File: src/rtl/lcd_timing_gen.sv
// lcd_timing_gen
// Panel raster timing generator with built-in 6-bit RGB test patterns.
// Produces HSync/VSync/DataEnable and pixel data on the pixel clock, ready to
// feed the LVDS serializer wrapper directly. Every output is registered, and
// each output reflects the raster counters as they stood one edge earlier.

module lcd_timing_gen #(
    parameter int unsigned H_ACTIVE = 1024,  // active pixels per line, multiple of 8
    parameter int unsigned H_FP     = 24,
    parameter int unsigned H_SYNC   = 136,
    parameter int unsigned H_BP     = 160,
    parameter int unsigned V_ACTIVE = 768,
    parameter int unsigned V_FP     = 3,
    parameter int unsigned V_SYNC   = 6,
    parameter int unsigned V_BP     = 29,
    parameter bit          HS_POL   = 1'b0,  // asserted HSync level
    parameter bit          VS_POL   = 1'b0   // asserted VSync level
) (
    input  logic       pixel_clk,
    input  logic       rst,
    input  logic       enable,
    input  logic [1:0] pattern_sel,
    output logic       HSync,
    output logic       VSync,
    output logic       DataEnable,
    output logic [5:0] Red,
    output logic [5:0] Green,
    output logic [5:0] Blue,
    output logic       frame_start
);

    // ------------------------------------------------------------------
    // Derived geometry
    // ------------------------------------------------------------------
    localparam int unsigned H_TOTAL = H_ACTIVE + H_FP + H_SYNC + H_BP;
    localparam int unsigned V_TOTAL = V_ACTIVE + V_FP + V_SYNC + V_BP;
    localparam int unsigned HW      = $clog2(H_TOTAL);
    localparam int unsigned VW      = $clog2(V_TOTAL);
    localparam int unsigned XW      = HW + 1;  // headroom for bar arithmetic
    localparam int unsigned BAR_W   = H_ACTIVE / 8;
    localparam int unsigned BW      = (BAR_W > 1) ? $clog2(BAR_W) : 1;
    localparam int unsigned FW      = 16;

    localparam logic [HW-1:0] H_LAST      = HW'(H_TOTAL - 1);
    localparam logic [HW-1:0] H_ACT_END   = HW'(H_ACTIVE);
    localparam logic [HW-1:0] H_SYNC_BEG  = HW'(H_ACTIVE + H_FP);
    localparam logic [HW-1:0] H_SYNC_END  = HW'(H_ACTIVE + H_FP + H_SYNC);

    localparam logic [VW-1:0] V_LAST      = VW'(V_TOTAL - 1);
    localparam logic [VW-1:0] V_ACT_END   = VW'(V_ACTIVE);
    localparam logic [VW-1:0] V_SYNC_BEG  = VW'(V_ACTIVE + V_FP);
    localparam logic [VW-1:0] V_SYNC_END  = VW'(V_ACTIVE + V_FP + V_SYNC);

    localparam logic [BW-1:0] BAR_PX_LAST = BW'(BAR_W - 1);

    // Moving-bar geometry: 16 px wide, advancing 4 px per frame
    localparam logic [XW-1:0] MB_LEN      = XW'(16);
    localparam logic [XW-1:0] MB_STEP     = XW'(4);
    localparam logic [XW-1:0] MB_LIMIT    = XW'(H_ACTIVE);

    typedef enum logic [1:0] {
        PAT_BARS    = 2'd0,
        PAT_RAMP    = 2'd1,
        PAT_CHECKER = 2'd2,
        PAT_MOVING  = 2'd3
    } pattern_e;

    // ------------------------------------------------------------------
    // State
    // ------------------------------------------------------------------
    logic [HW-1:0] h_cnt_q,     h_cnt_d;
    logic [VW-1:0] v_cnt_q,     v_cnt_d;
    logic [BW-1:0] bar_px_q,    bar_px_d;     // pixel within current colour bar
    logic [2:0]    bar_idx_q,   bar_idx_d;    // colour bar index for h_cnt_q
    pattern_e      pat_q,       pat_d;        // pattern in force for this frame
    logic [HW-1:0] bar_pos_q,   bar_pos_d;    // moving-bar x for this frame
    logic [HW-1:0] bar_nxt_q,   bar_nxt_d;    // moving-bar x for the next frame
    logic [FW-1:0] frame_cnt_q, frame_cnt_d;

    logic          hsync_q,     hsync_d;
    logic          vsync_q,     vsync_d;
    logic          de_q,        de_d;
    logic [5:0]    red_q,       red_d;
    logic [5:0]    green_q,     green_d;
    logic [5:0]    blue_q,      blue_d;
    logic          fs_q,        fs_d;

    // ------------------------------------------------------------------
    // Shared decode of the current raster position
    // ------------------------------------------------------------------
    logic          sof;          // counters at (0,0) while running
    pattern_e      pat_cur;      // pattern applying to the pixel being decoded
    logic [HW-1:0] pos_cur;      // moving-bar x applying to this pixel
    logic          h_act;
    logic          v_act;
    logic          hs_on;
    logic          vs_on;
    logic          in_bar;
    logic [XW-1:0] bar_step_sum;

    assign sof     = enable && (h_cnt_q == '0) && (v_cnt_q == '0);
    // The first pixel of a frame already uses the freshly selected pattern
    assign pat_cur = sof ? pattern_e'(pattern_sel) : pat_q;
    assign pos_cur = sof ? bar_nxt_q : bar_pos_q;

    assign h_act   = (h_cnt_q < H_ACT_END);
    assign v_act   = (v_cnt_q < V_ACT_END);
    assign hs_on   = (h_cnt_q >= H_SYNC_BEG) && (h_cnt_q < H_SYNC_END);
    assign vs_on   = (v_cnt_q >= V_SYNC_BEG) && (v_cnt_q < V_SYNC_END);

    // Bar may extend past H_ACTIVE; DataEnable clips it at the right edge
    assign in_bar  = ({1'b0, h_cnt_q} >= {1'b0, pos_cur}) &&
                     ({1'b0, h_cnt_q} <  ({1'b0, pos_cur} + MB_LEN));

    assign bar_step_sum = {1'b0, bar_nxt_q} + MB_STEP;

    // Raster counters and the colour-bar tracker that follows h_cnt
    always_comb begin
        // NOTE: every variable gets a default first, so no path through this
        // block leaves a value unassigned and no latch is inferred.
        h_cnt_d   = h_cnt_q;
        v_cnt_d   = v_cnt_q;
        bar_px_d  = bar_px_q;
        bar_idx_d = bar_idx_q;

        if (!enable) begin
            h_cnt_d = '0;
            v_cnt_d = '0;
        end else if (h_cnt_q == H_LAST) begin
            h_cnt_d = '0;
            v_cnt_d = (v_cnt_q == V_LAST) ? '0 : v_cnt_q + 1'b1;
        end else begin
            h_cnt_d = h_cnt_q + 1'b1;
        end

        // Bar index is kept in step with h_cnt so no divider is needed
        if (h_cnt_d == '0) begin
            bar_px_d  = '0;
            bar_idx_d = '0;
        end else if (bar_px_q == BAR_PX_LAST) begin
            bar_px_d  = '0;
            bar_idx_d = bar_idx_q + 1'b1;
        end else begin
            bar_px_d  = bar_px_q + 1'b1;
        end
    end

    // Frame-boundary state: pattern latch, moving-bar position, frame count
    always_comb begin
        pat_d       = pat_cur;
        bar_pos_d   = pos_cur;
        bar_nxt_d   = bar_nxt_q;
        frame_cnt_d = frame_cnt_q;

        if (sof) begin
            bar_nxt_d   = (bar_step_sum >= MB_LIMIT) ? '0 : bar_step_sum[HW-1:0];
            frame_cnt_d = frame_cnt_q + 1'b1;
        end
    end

    // Sync, DataEnable and pixel colour for the current raster position
    always_comb begin
        hsync_d = ~HS_POL;
        vsync_d = ~VS_POL;
        de_d    = 1'b0;
        fs_d    = 1'b0;
        red_d   = '0;
        green_d = '0;
        blue_d  = '0;

        if (enable) begin
            hsync_d = hs_on ? HS_POL : ~HS_POL;
            vsync_d = vs_on ? VS_POL : ~VS_POL;
            de_d    = h_act && v_act;
            fs_d    = sof;

            if (de_d) begin
                case (pat_cur)
                    // white, yellow, cyan, green, magenta, red, blue, black:
                    // R drops on idx[1], G on idx[2], B on idx[0]
                    PAT_BARS: begin
                        red_d   = {6{~bar_idx_q[1]}};
                        green_d = {6{~bar_idx_q[2]}};
                        blue_d  = {6{~bar_idx_q[0]}};
                    end
                    PAT_RAMP: begin
                        red_d   = h_cnt_q[5:0];
                        green_d = h_cnt_q[5:0];
                        blue_d  = h_cnt_q[5:0];
                    end
                    PAT_CHECKER: begin
                        red_d   = {6{~(h_cnt_q[5] ^ v_cnt_q[5])}};
                        green_d = {6{~(h_cnt_q[5] ^ v_cnt_q[5])}};
                        blue_d  = {6{~(h_cnt_q[5] ^ v_cnt_q[5])}};
                    end
                    PAT_MOVING: begin
                        red_d   = {6{in_bar}};
                        green_d = {6{in_bar}};
                        blue_d  = {6{in_bar}};
                    end
                    default: begin
                        red_d   = '0;
                        green_d = '0;
                        blue_d  = '0;
                    end
                endcase
            end
        end
    end

    // Raster and frame state registers with synchronous reset
    always_ff @(posedge pixel_clk) begin
        // NOTE: sequential state uses non-blocking assignments so every flop
        // samples the pre-edge values, independent of statement order.
        if (rst) begin
            h_cnt_q     <= '0;
            v_cnt_q     <= '0;
            bar_px_q    <= '0;
            bar_idx_q   <= '0;
            pat_q       <= PAT_BARS;
            bar_pos_q   <= '0;
            bar_nxt_q   <= '0;
            frame_cnt_q <= '0;
        end else begin
            h_cnt_q     <= h_cnt_d;
            v_cnt_q     <= v_cnt_d;
            bar_px_q    <= bar_px_d;
            bar_idx_q   <= bar_idx_d;
            pat_q       <= pat_d;
            bar_pos_q   <= bar_pos_d;
            bar_nxt_q   <= bar_nxt_d;
            frame_cnt_q <= frame_cnt_d;
        end
    end

    // Output registers: one cycle behind the counters, idle levels on reset
    always_ff @(posedge pixel_clk) begin
        if (rst) begin
            hsync_q <= ~HS_POL;
            vsync_q <= ~VS_POL;
            de_q    <= 1'b0;
            red_q   <= '0;
            green_q <= '0;
            blue_q  <= '0;
            fs_q    <= 1'b0;
        end else begin
            hsync_q <= hsync_d;
            vsync_q <= vsync_d;
            de_q    <= de_d;
            red_q   <= red_d;
            green_q <= green_d;
            blue_q  <= blue_d;
            fs_q    <= fs_d;
        end
    end

    assign HSync       = hsync_q;
    assign VSync       = vsync_q;
    assign DataEnable  = de_q;
    assign Red         = red_q;
    assign Green       = green_q;
    assign Blue        = blue_q;
    assign frame_start = fs_q;

endmodule
File: config.mk
export PLATFORM = sky130hd
export DESIGN_NAME = lcd_timing_gen
export DESIGN_NICKNAME = d
export VERILOG_FILES = /design/src/rtl/lcd_timing_gen.sv
export SDC_FILE = /design/constraint.sdc
export NUM_CORES = 1
export LEC_CHECK = 0
export BUFFER_PORTS_ARGS = -buffer_cell sky130_fd_sc_hd__buf_4
export CAP_MARGIN = 25
export CORE_MARGIN = 10
export CORE_UTILIZATION = 45
export CTS_CLUSTER_SIZE = 30
export DETAILED_ROUTE_END_ITERATION = 8
export SLEW_MARGIN = 15
export SYNTH_ARGS = -nofsm -noshare
export SYNTH_HDL_FRONTEND = slang
export SYNTH_SLANG_ARGS = --single-unit
File: constraint.sdc
create_clock -name pixel_clk -period 6.49 [get_ports pixel_clk]
set_input_delay 0.649 -clock pixel_clk [delete_from_list [all_inputs] [get_ports pixel_clk]]
set_output_delay 0.649 -clock pixel_clk [all_outputs]
set_load 0.02 [all_outputs]
==> run metrics <==
detailed-router iteration count before antenna repair=4; share of layout cells above drive strength 1=12.66%; hold_buf cts=0; reg2reg start=h_cnt_q[0]$_SDFF_PP0_; Setup crit start kind=flip-flop; diode count=0; met1 usage=17.90%; status=completed; initial antenna violation count=0; Worst Setup End Kind=flip-flop; clock slew at reported path FFs=0.07 ns; Fin. Hold Viols=0; core area=about 8600 sq um; nets@finish=503; Final min period=approximately 4.3 ns; Slew @ Worst Pin=0.8698 ns; Slew Viols, Final=0; GPL Wtd Cong=0.8906; Setup TNS Final=0 ns; Synth Cell Area=3946 sq um; slew margin rel.=41.80%; Leak Pwr=1.847 nW; Final Skew=approximately 0.014 ns; total track usage=13.84%; first-pass GRT wire length=around 15000 um; row cnt=34; Mean Syn Cell Area=between 8 and 9 sq um; Synth top area share=roughly two fifths; CP max FO=30; Post-synth EDFFs=0; number of global-route vias before repair=3021; Distinct cells, synth=56; top cells by area, synth=dfxtp_1, ha_1, nor2_1; via count=3137; Critical Path Max Stage Delay=roughly 0.44 ns; IO Pins=27; worst r2r path cells=18; GR Util met3=3.570%; Post-Place Setup Slack=2.223 ns; Req. time, crit path=6.73 ns; critical path launch point=h_cnt_q[0]$_SDFF_PP0_; Setup crit end=Red[3]$_SDFF_PP0_; yosys warns=0; die width=113.6 um; Die H=about 110 um; fraction of registers with async set/reset=0%; largest net degree at the start of global routing=31; initial core utilization=between 40 and 50%; final setup fails=0; total placed instance area=4175 sq um; Cell Count, Final, Fillers Out=a little under 600; RSZ-0062 raised after global routing=no; postcts setup bufs=0; Seq/Total Area, Yosys=38.05%; Setup WS post-layout=2.231 ns; reg-to-reg endpoint=Red[3]$_SDFF_PP0_; placed cells=about 570; worst hold margin=0.4552 ns; Max Buffers Root-to-Sink=2; Max VDD drop=about 130 uV; flops & latches, synth=between 70 and 80; die area=about 13000 sq um; CTS resizes=0; fmax=234.8 MHz; 1st-iter DRT viols=190; total gr overflow=0; Port Buffers=26; HP Class=reg2reg; MaxCap Viol Count=0; Final ANT Viol Nets=0; power consumption=1.065 mW; CTS tree=built; Power Density=240.1 nW/um^2; Yosys top cell by area=dfxtp_1; HPWL Detailed=6419 um; H-tree level count=3; clock sink count=75; CP dominant cell by count=ha_1; Via density=between 5 and 6; ys flop type=dfxtp_1; Root Driver=clkbuf_8; Critical Path, Cell by Cell=inv_1 > ha_1 > and3_1 > nand4_1 > or2_4 > mux2i_1 > inv_1 > ha_1 > nor3b_1 > xor2_1 > ha_1 > nand2_1 > nor2_1 > o21ai_0 > o21ai_0 > nand4_2 > a31oi_4 > and3b_1; Wirelength per Cell=15.08 um; period utilisation layout=65.62%; final core occ=between 50% and 60%; kind of critical path=reg2reg; # DRC=0; reg2reg setup slack=2.23 ns; WL final=8778 um; Critical-path top delay cell=a31oi_4; Net Count, Synth=482; Area Growth Syn to Fin=12.43%; WP data arrival=4.50 ns; worst-skew pair later-pin latency=0.35 ns; global route hottest layer=met2; cell count after synthesis=449; post-route cell area=4437 sq um; met2 usage=22.03%; cts bufs inserted=9
## cell families after synthesis
group	synth area share, %
and+or+nand+nor	30.15
DFF	38.05
AOI/OAI and AO/OA	9.290
xor gates and xnor gates	7.102
buffers and inverters	3.709
adders and majority gates	8.878
muxes	2.822
## per-layer routing
layer | vias to the layer above | wire (um)
li1 | 1608 | -
met1 | 1453 | 4261
met2 | 70 | 3907
met3 | 6 | 520
met4 | 0 | 88
met5 | - | 0
## power by group
part | leakage (nW) | switching (mW) | internal, mW
logic | 1.11 | 0.0623 | 0.0433
clock network | 0.130 | 0.179 | 0.294
registers | 0.612 | 0.00856 | 0.478
## layout make-up
| cell class | instances | area (sq um) |
|---|---|---|
| Clock buffer | 9 | 123.9 |
| Multi-Input combinational cell | 346 | 2298 |
| Timing Repair Buffer | 26 | 195.2 |
| Fill cell | 835 | 4199 |
| Tap cell | 108 | 135.1 |
| Inverter | 12 | 45.04 |
| Sequential cell | 75 | 1501 |
| Clock inverter | 6 | 137.6 |
## synthesized netlist by cell type (2+ instances only)
cell type / instances
inv_1: 12
o21ai_0: 15
and2_1: 2
clkbuf_1: 8
buf_6: 5
dfxtp_1: 75
nand3b_1: 3
nor3_1: 8
and3_1: 10
nor2b_1: 3
a21o_1: 2
ha_1: 28
nor4_1: 7
a31oi_1: 2
xnor2_1: 10
nand2_1: 37
nand2b_1: 5
nand3_1: 15
and3b_1: 13
or3_1: 6
buf_2: 3
nor3b_1: 3
o31ai_1: 2
o21ai_2: 2
nand4_1: 14
a21oi_1: 19
nor3b_2: 6
xor2_1: 22
a2bb2oi_1: 2
mux2i_1: 10
o211ai_1: 2
nor2_1: 73
and4b_1: 2
## flip-flops by register name (all words and copies together) (netlist names)
signal,count
bar_pos_q,11
h_cnt_q,11
v_cnt_q,10
bar_nxt_q,9
bar_px_q,7
Blue,6
Green,6
Red,6
bar_idx_q,3
pat_q,2
DataEnable,1
HSync,1
VSync,1
frame_start,1
## worst min-delay path by stage
stage | start | to | slack [ns] | cells past startpoint
floorplan | bar_pos_q[1]$_SDFF_PP0_ | bar_pos_q[1]$_SDFF_PP0_ | 0.42 | 2
global placement | bar_px_q[0]$_SDFF_PP0_ | bar_px_q[0]$_SDFF_PP0_ | 0.44 | 1
detailed placement | bar_pos_q[1]$_SDFF_PP0_ | bar_pos_q[1]$_SDFF_PP0_ | 0.45 | 2
CTS | bar_pos_q[1]$_SDFF_PP0_ | bar_pos_q[1]$_SDFF_PP0_ | 0.46 | 2
global route | bar_pos_q[1]$_SDFF_PP0_ | bar_pos_q[1]$_SDFF_PP0_ | 0.48 | 2
finish | bar_pos_q[1]$_SDFF_PP0_ | bar_pos_q[1]$_SDFF_PP0_ | 0.46 | 2
## critical path: cells and delay by family (launching register included)
| kind | cells | cell delay (ns) |
|---|---|---|
| AOI/OAI and AO/OA | 3 | 0.80 |
| xor gates and xnor gates | 1 | 0.16 |
| and+or+nand+nor | 8 | 1.42 |
| adders and majority gates | 3 | 0.73 |
| buffers and inverters | 2 | 0.23 |
| muxes | 1 | 0.37 |
| DFF | 1 | 0.43 |
## cell usage in the layout, fill, tap and decap left out, types with 12 or more instances in the layout
| master | count |
|---|---|
| dfxtp_1 | 75 |
| buf_4 | 26 |
| o21ai_0 | 15 |
| nand2_1 | 37 |
| a21oi_1 | 19 |
| and3b_1 | 13 |
| inv_1 | 12 |
| nand4_1 | 14 |
| xor2_1 | 22 |
| nor2_1 | 73 |
| nand3_1 | 15 |
| ha_1 | 28 |
(Power assumes the default switching activity.)
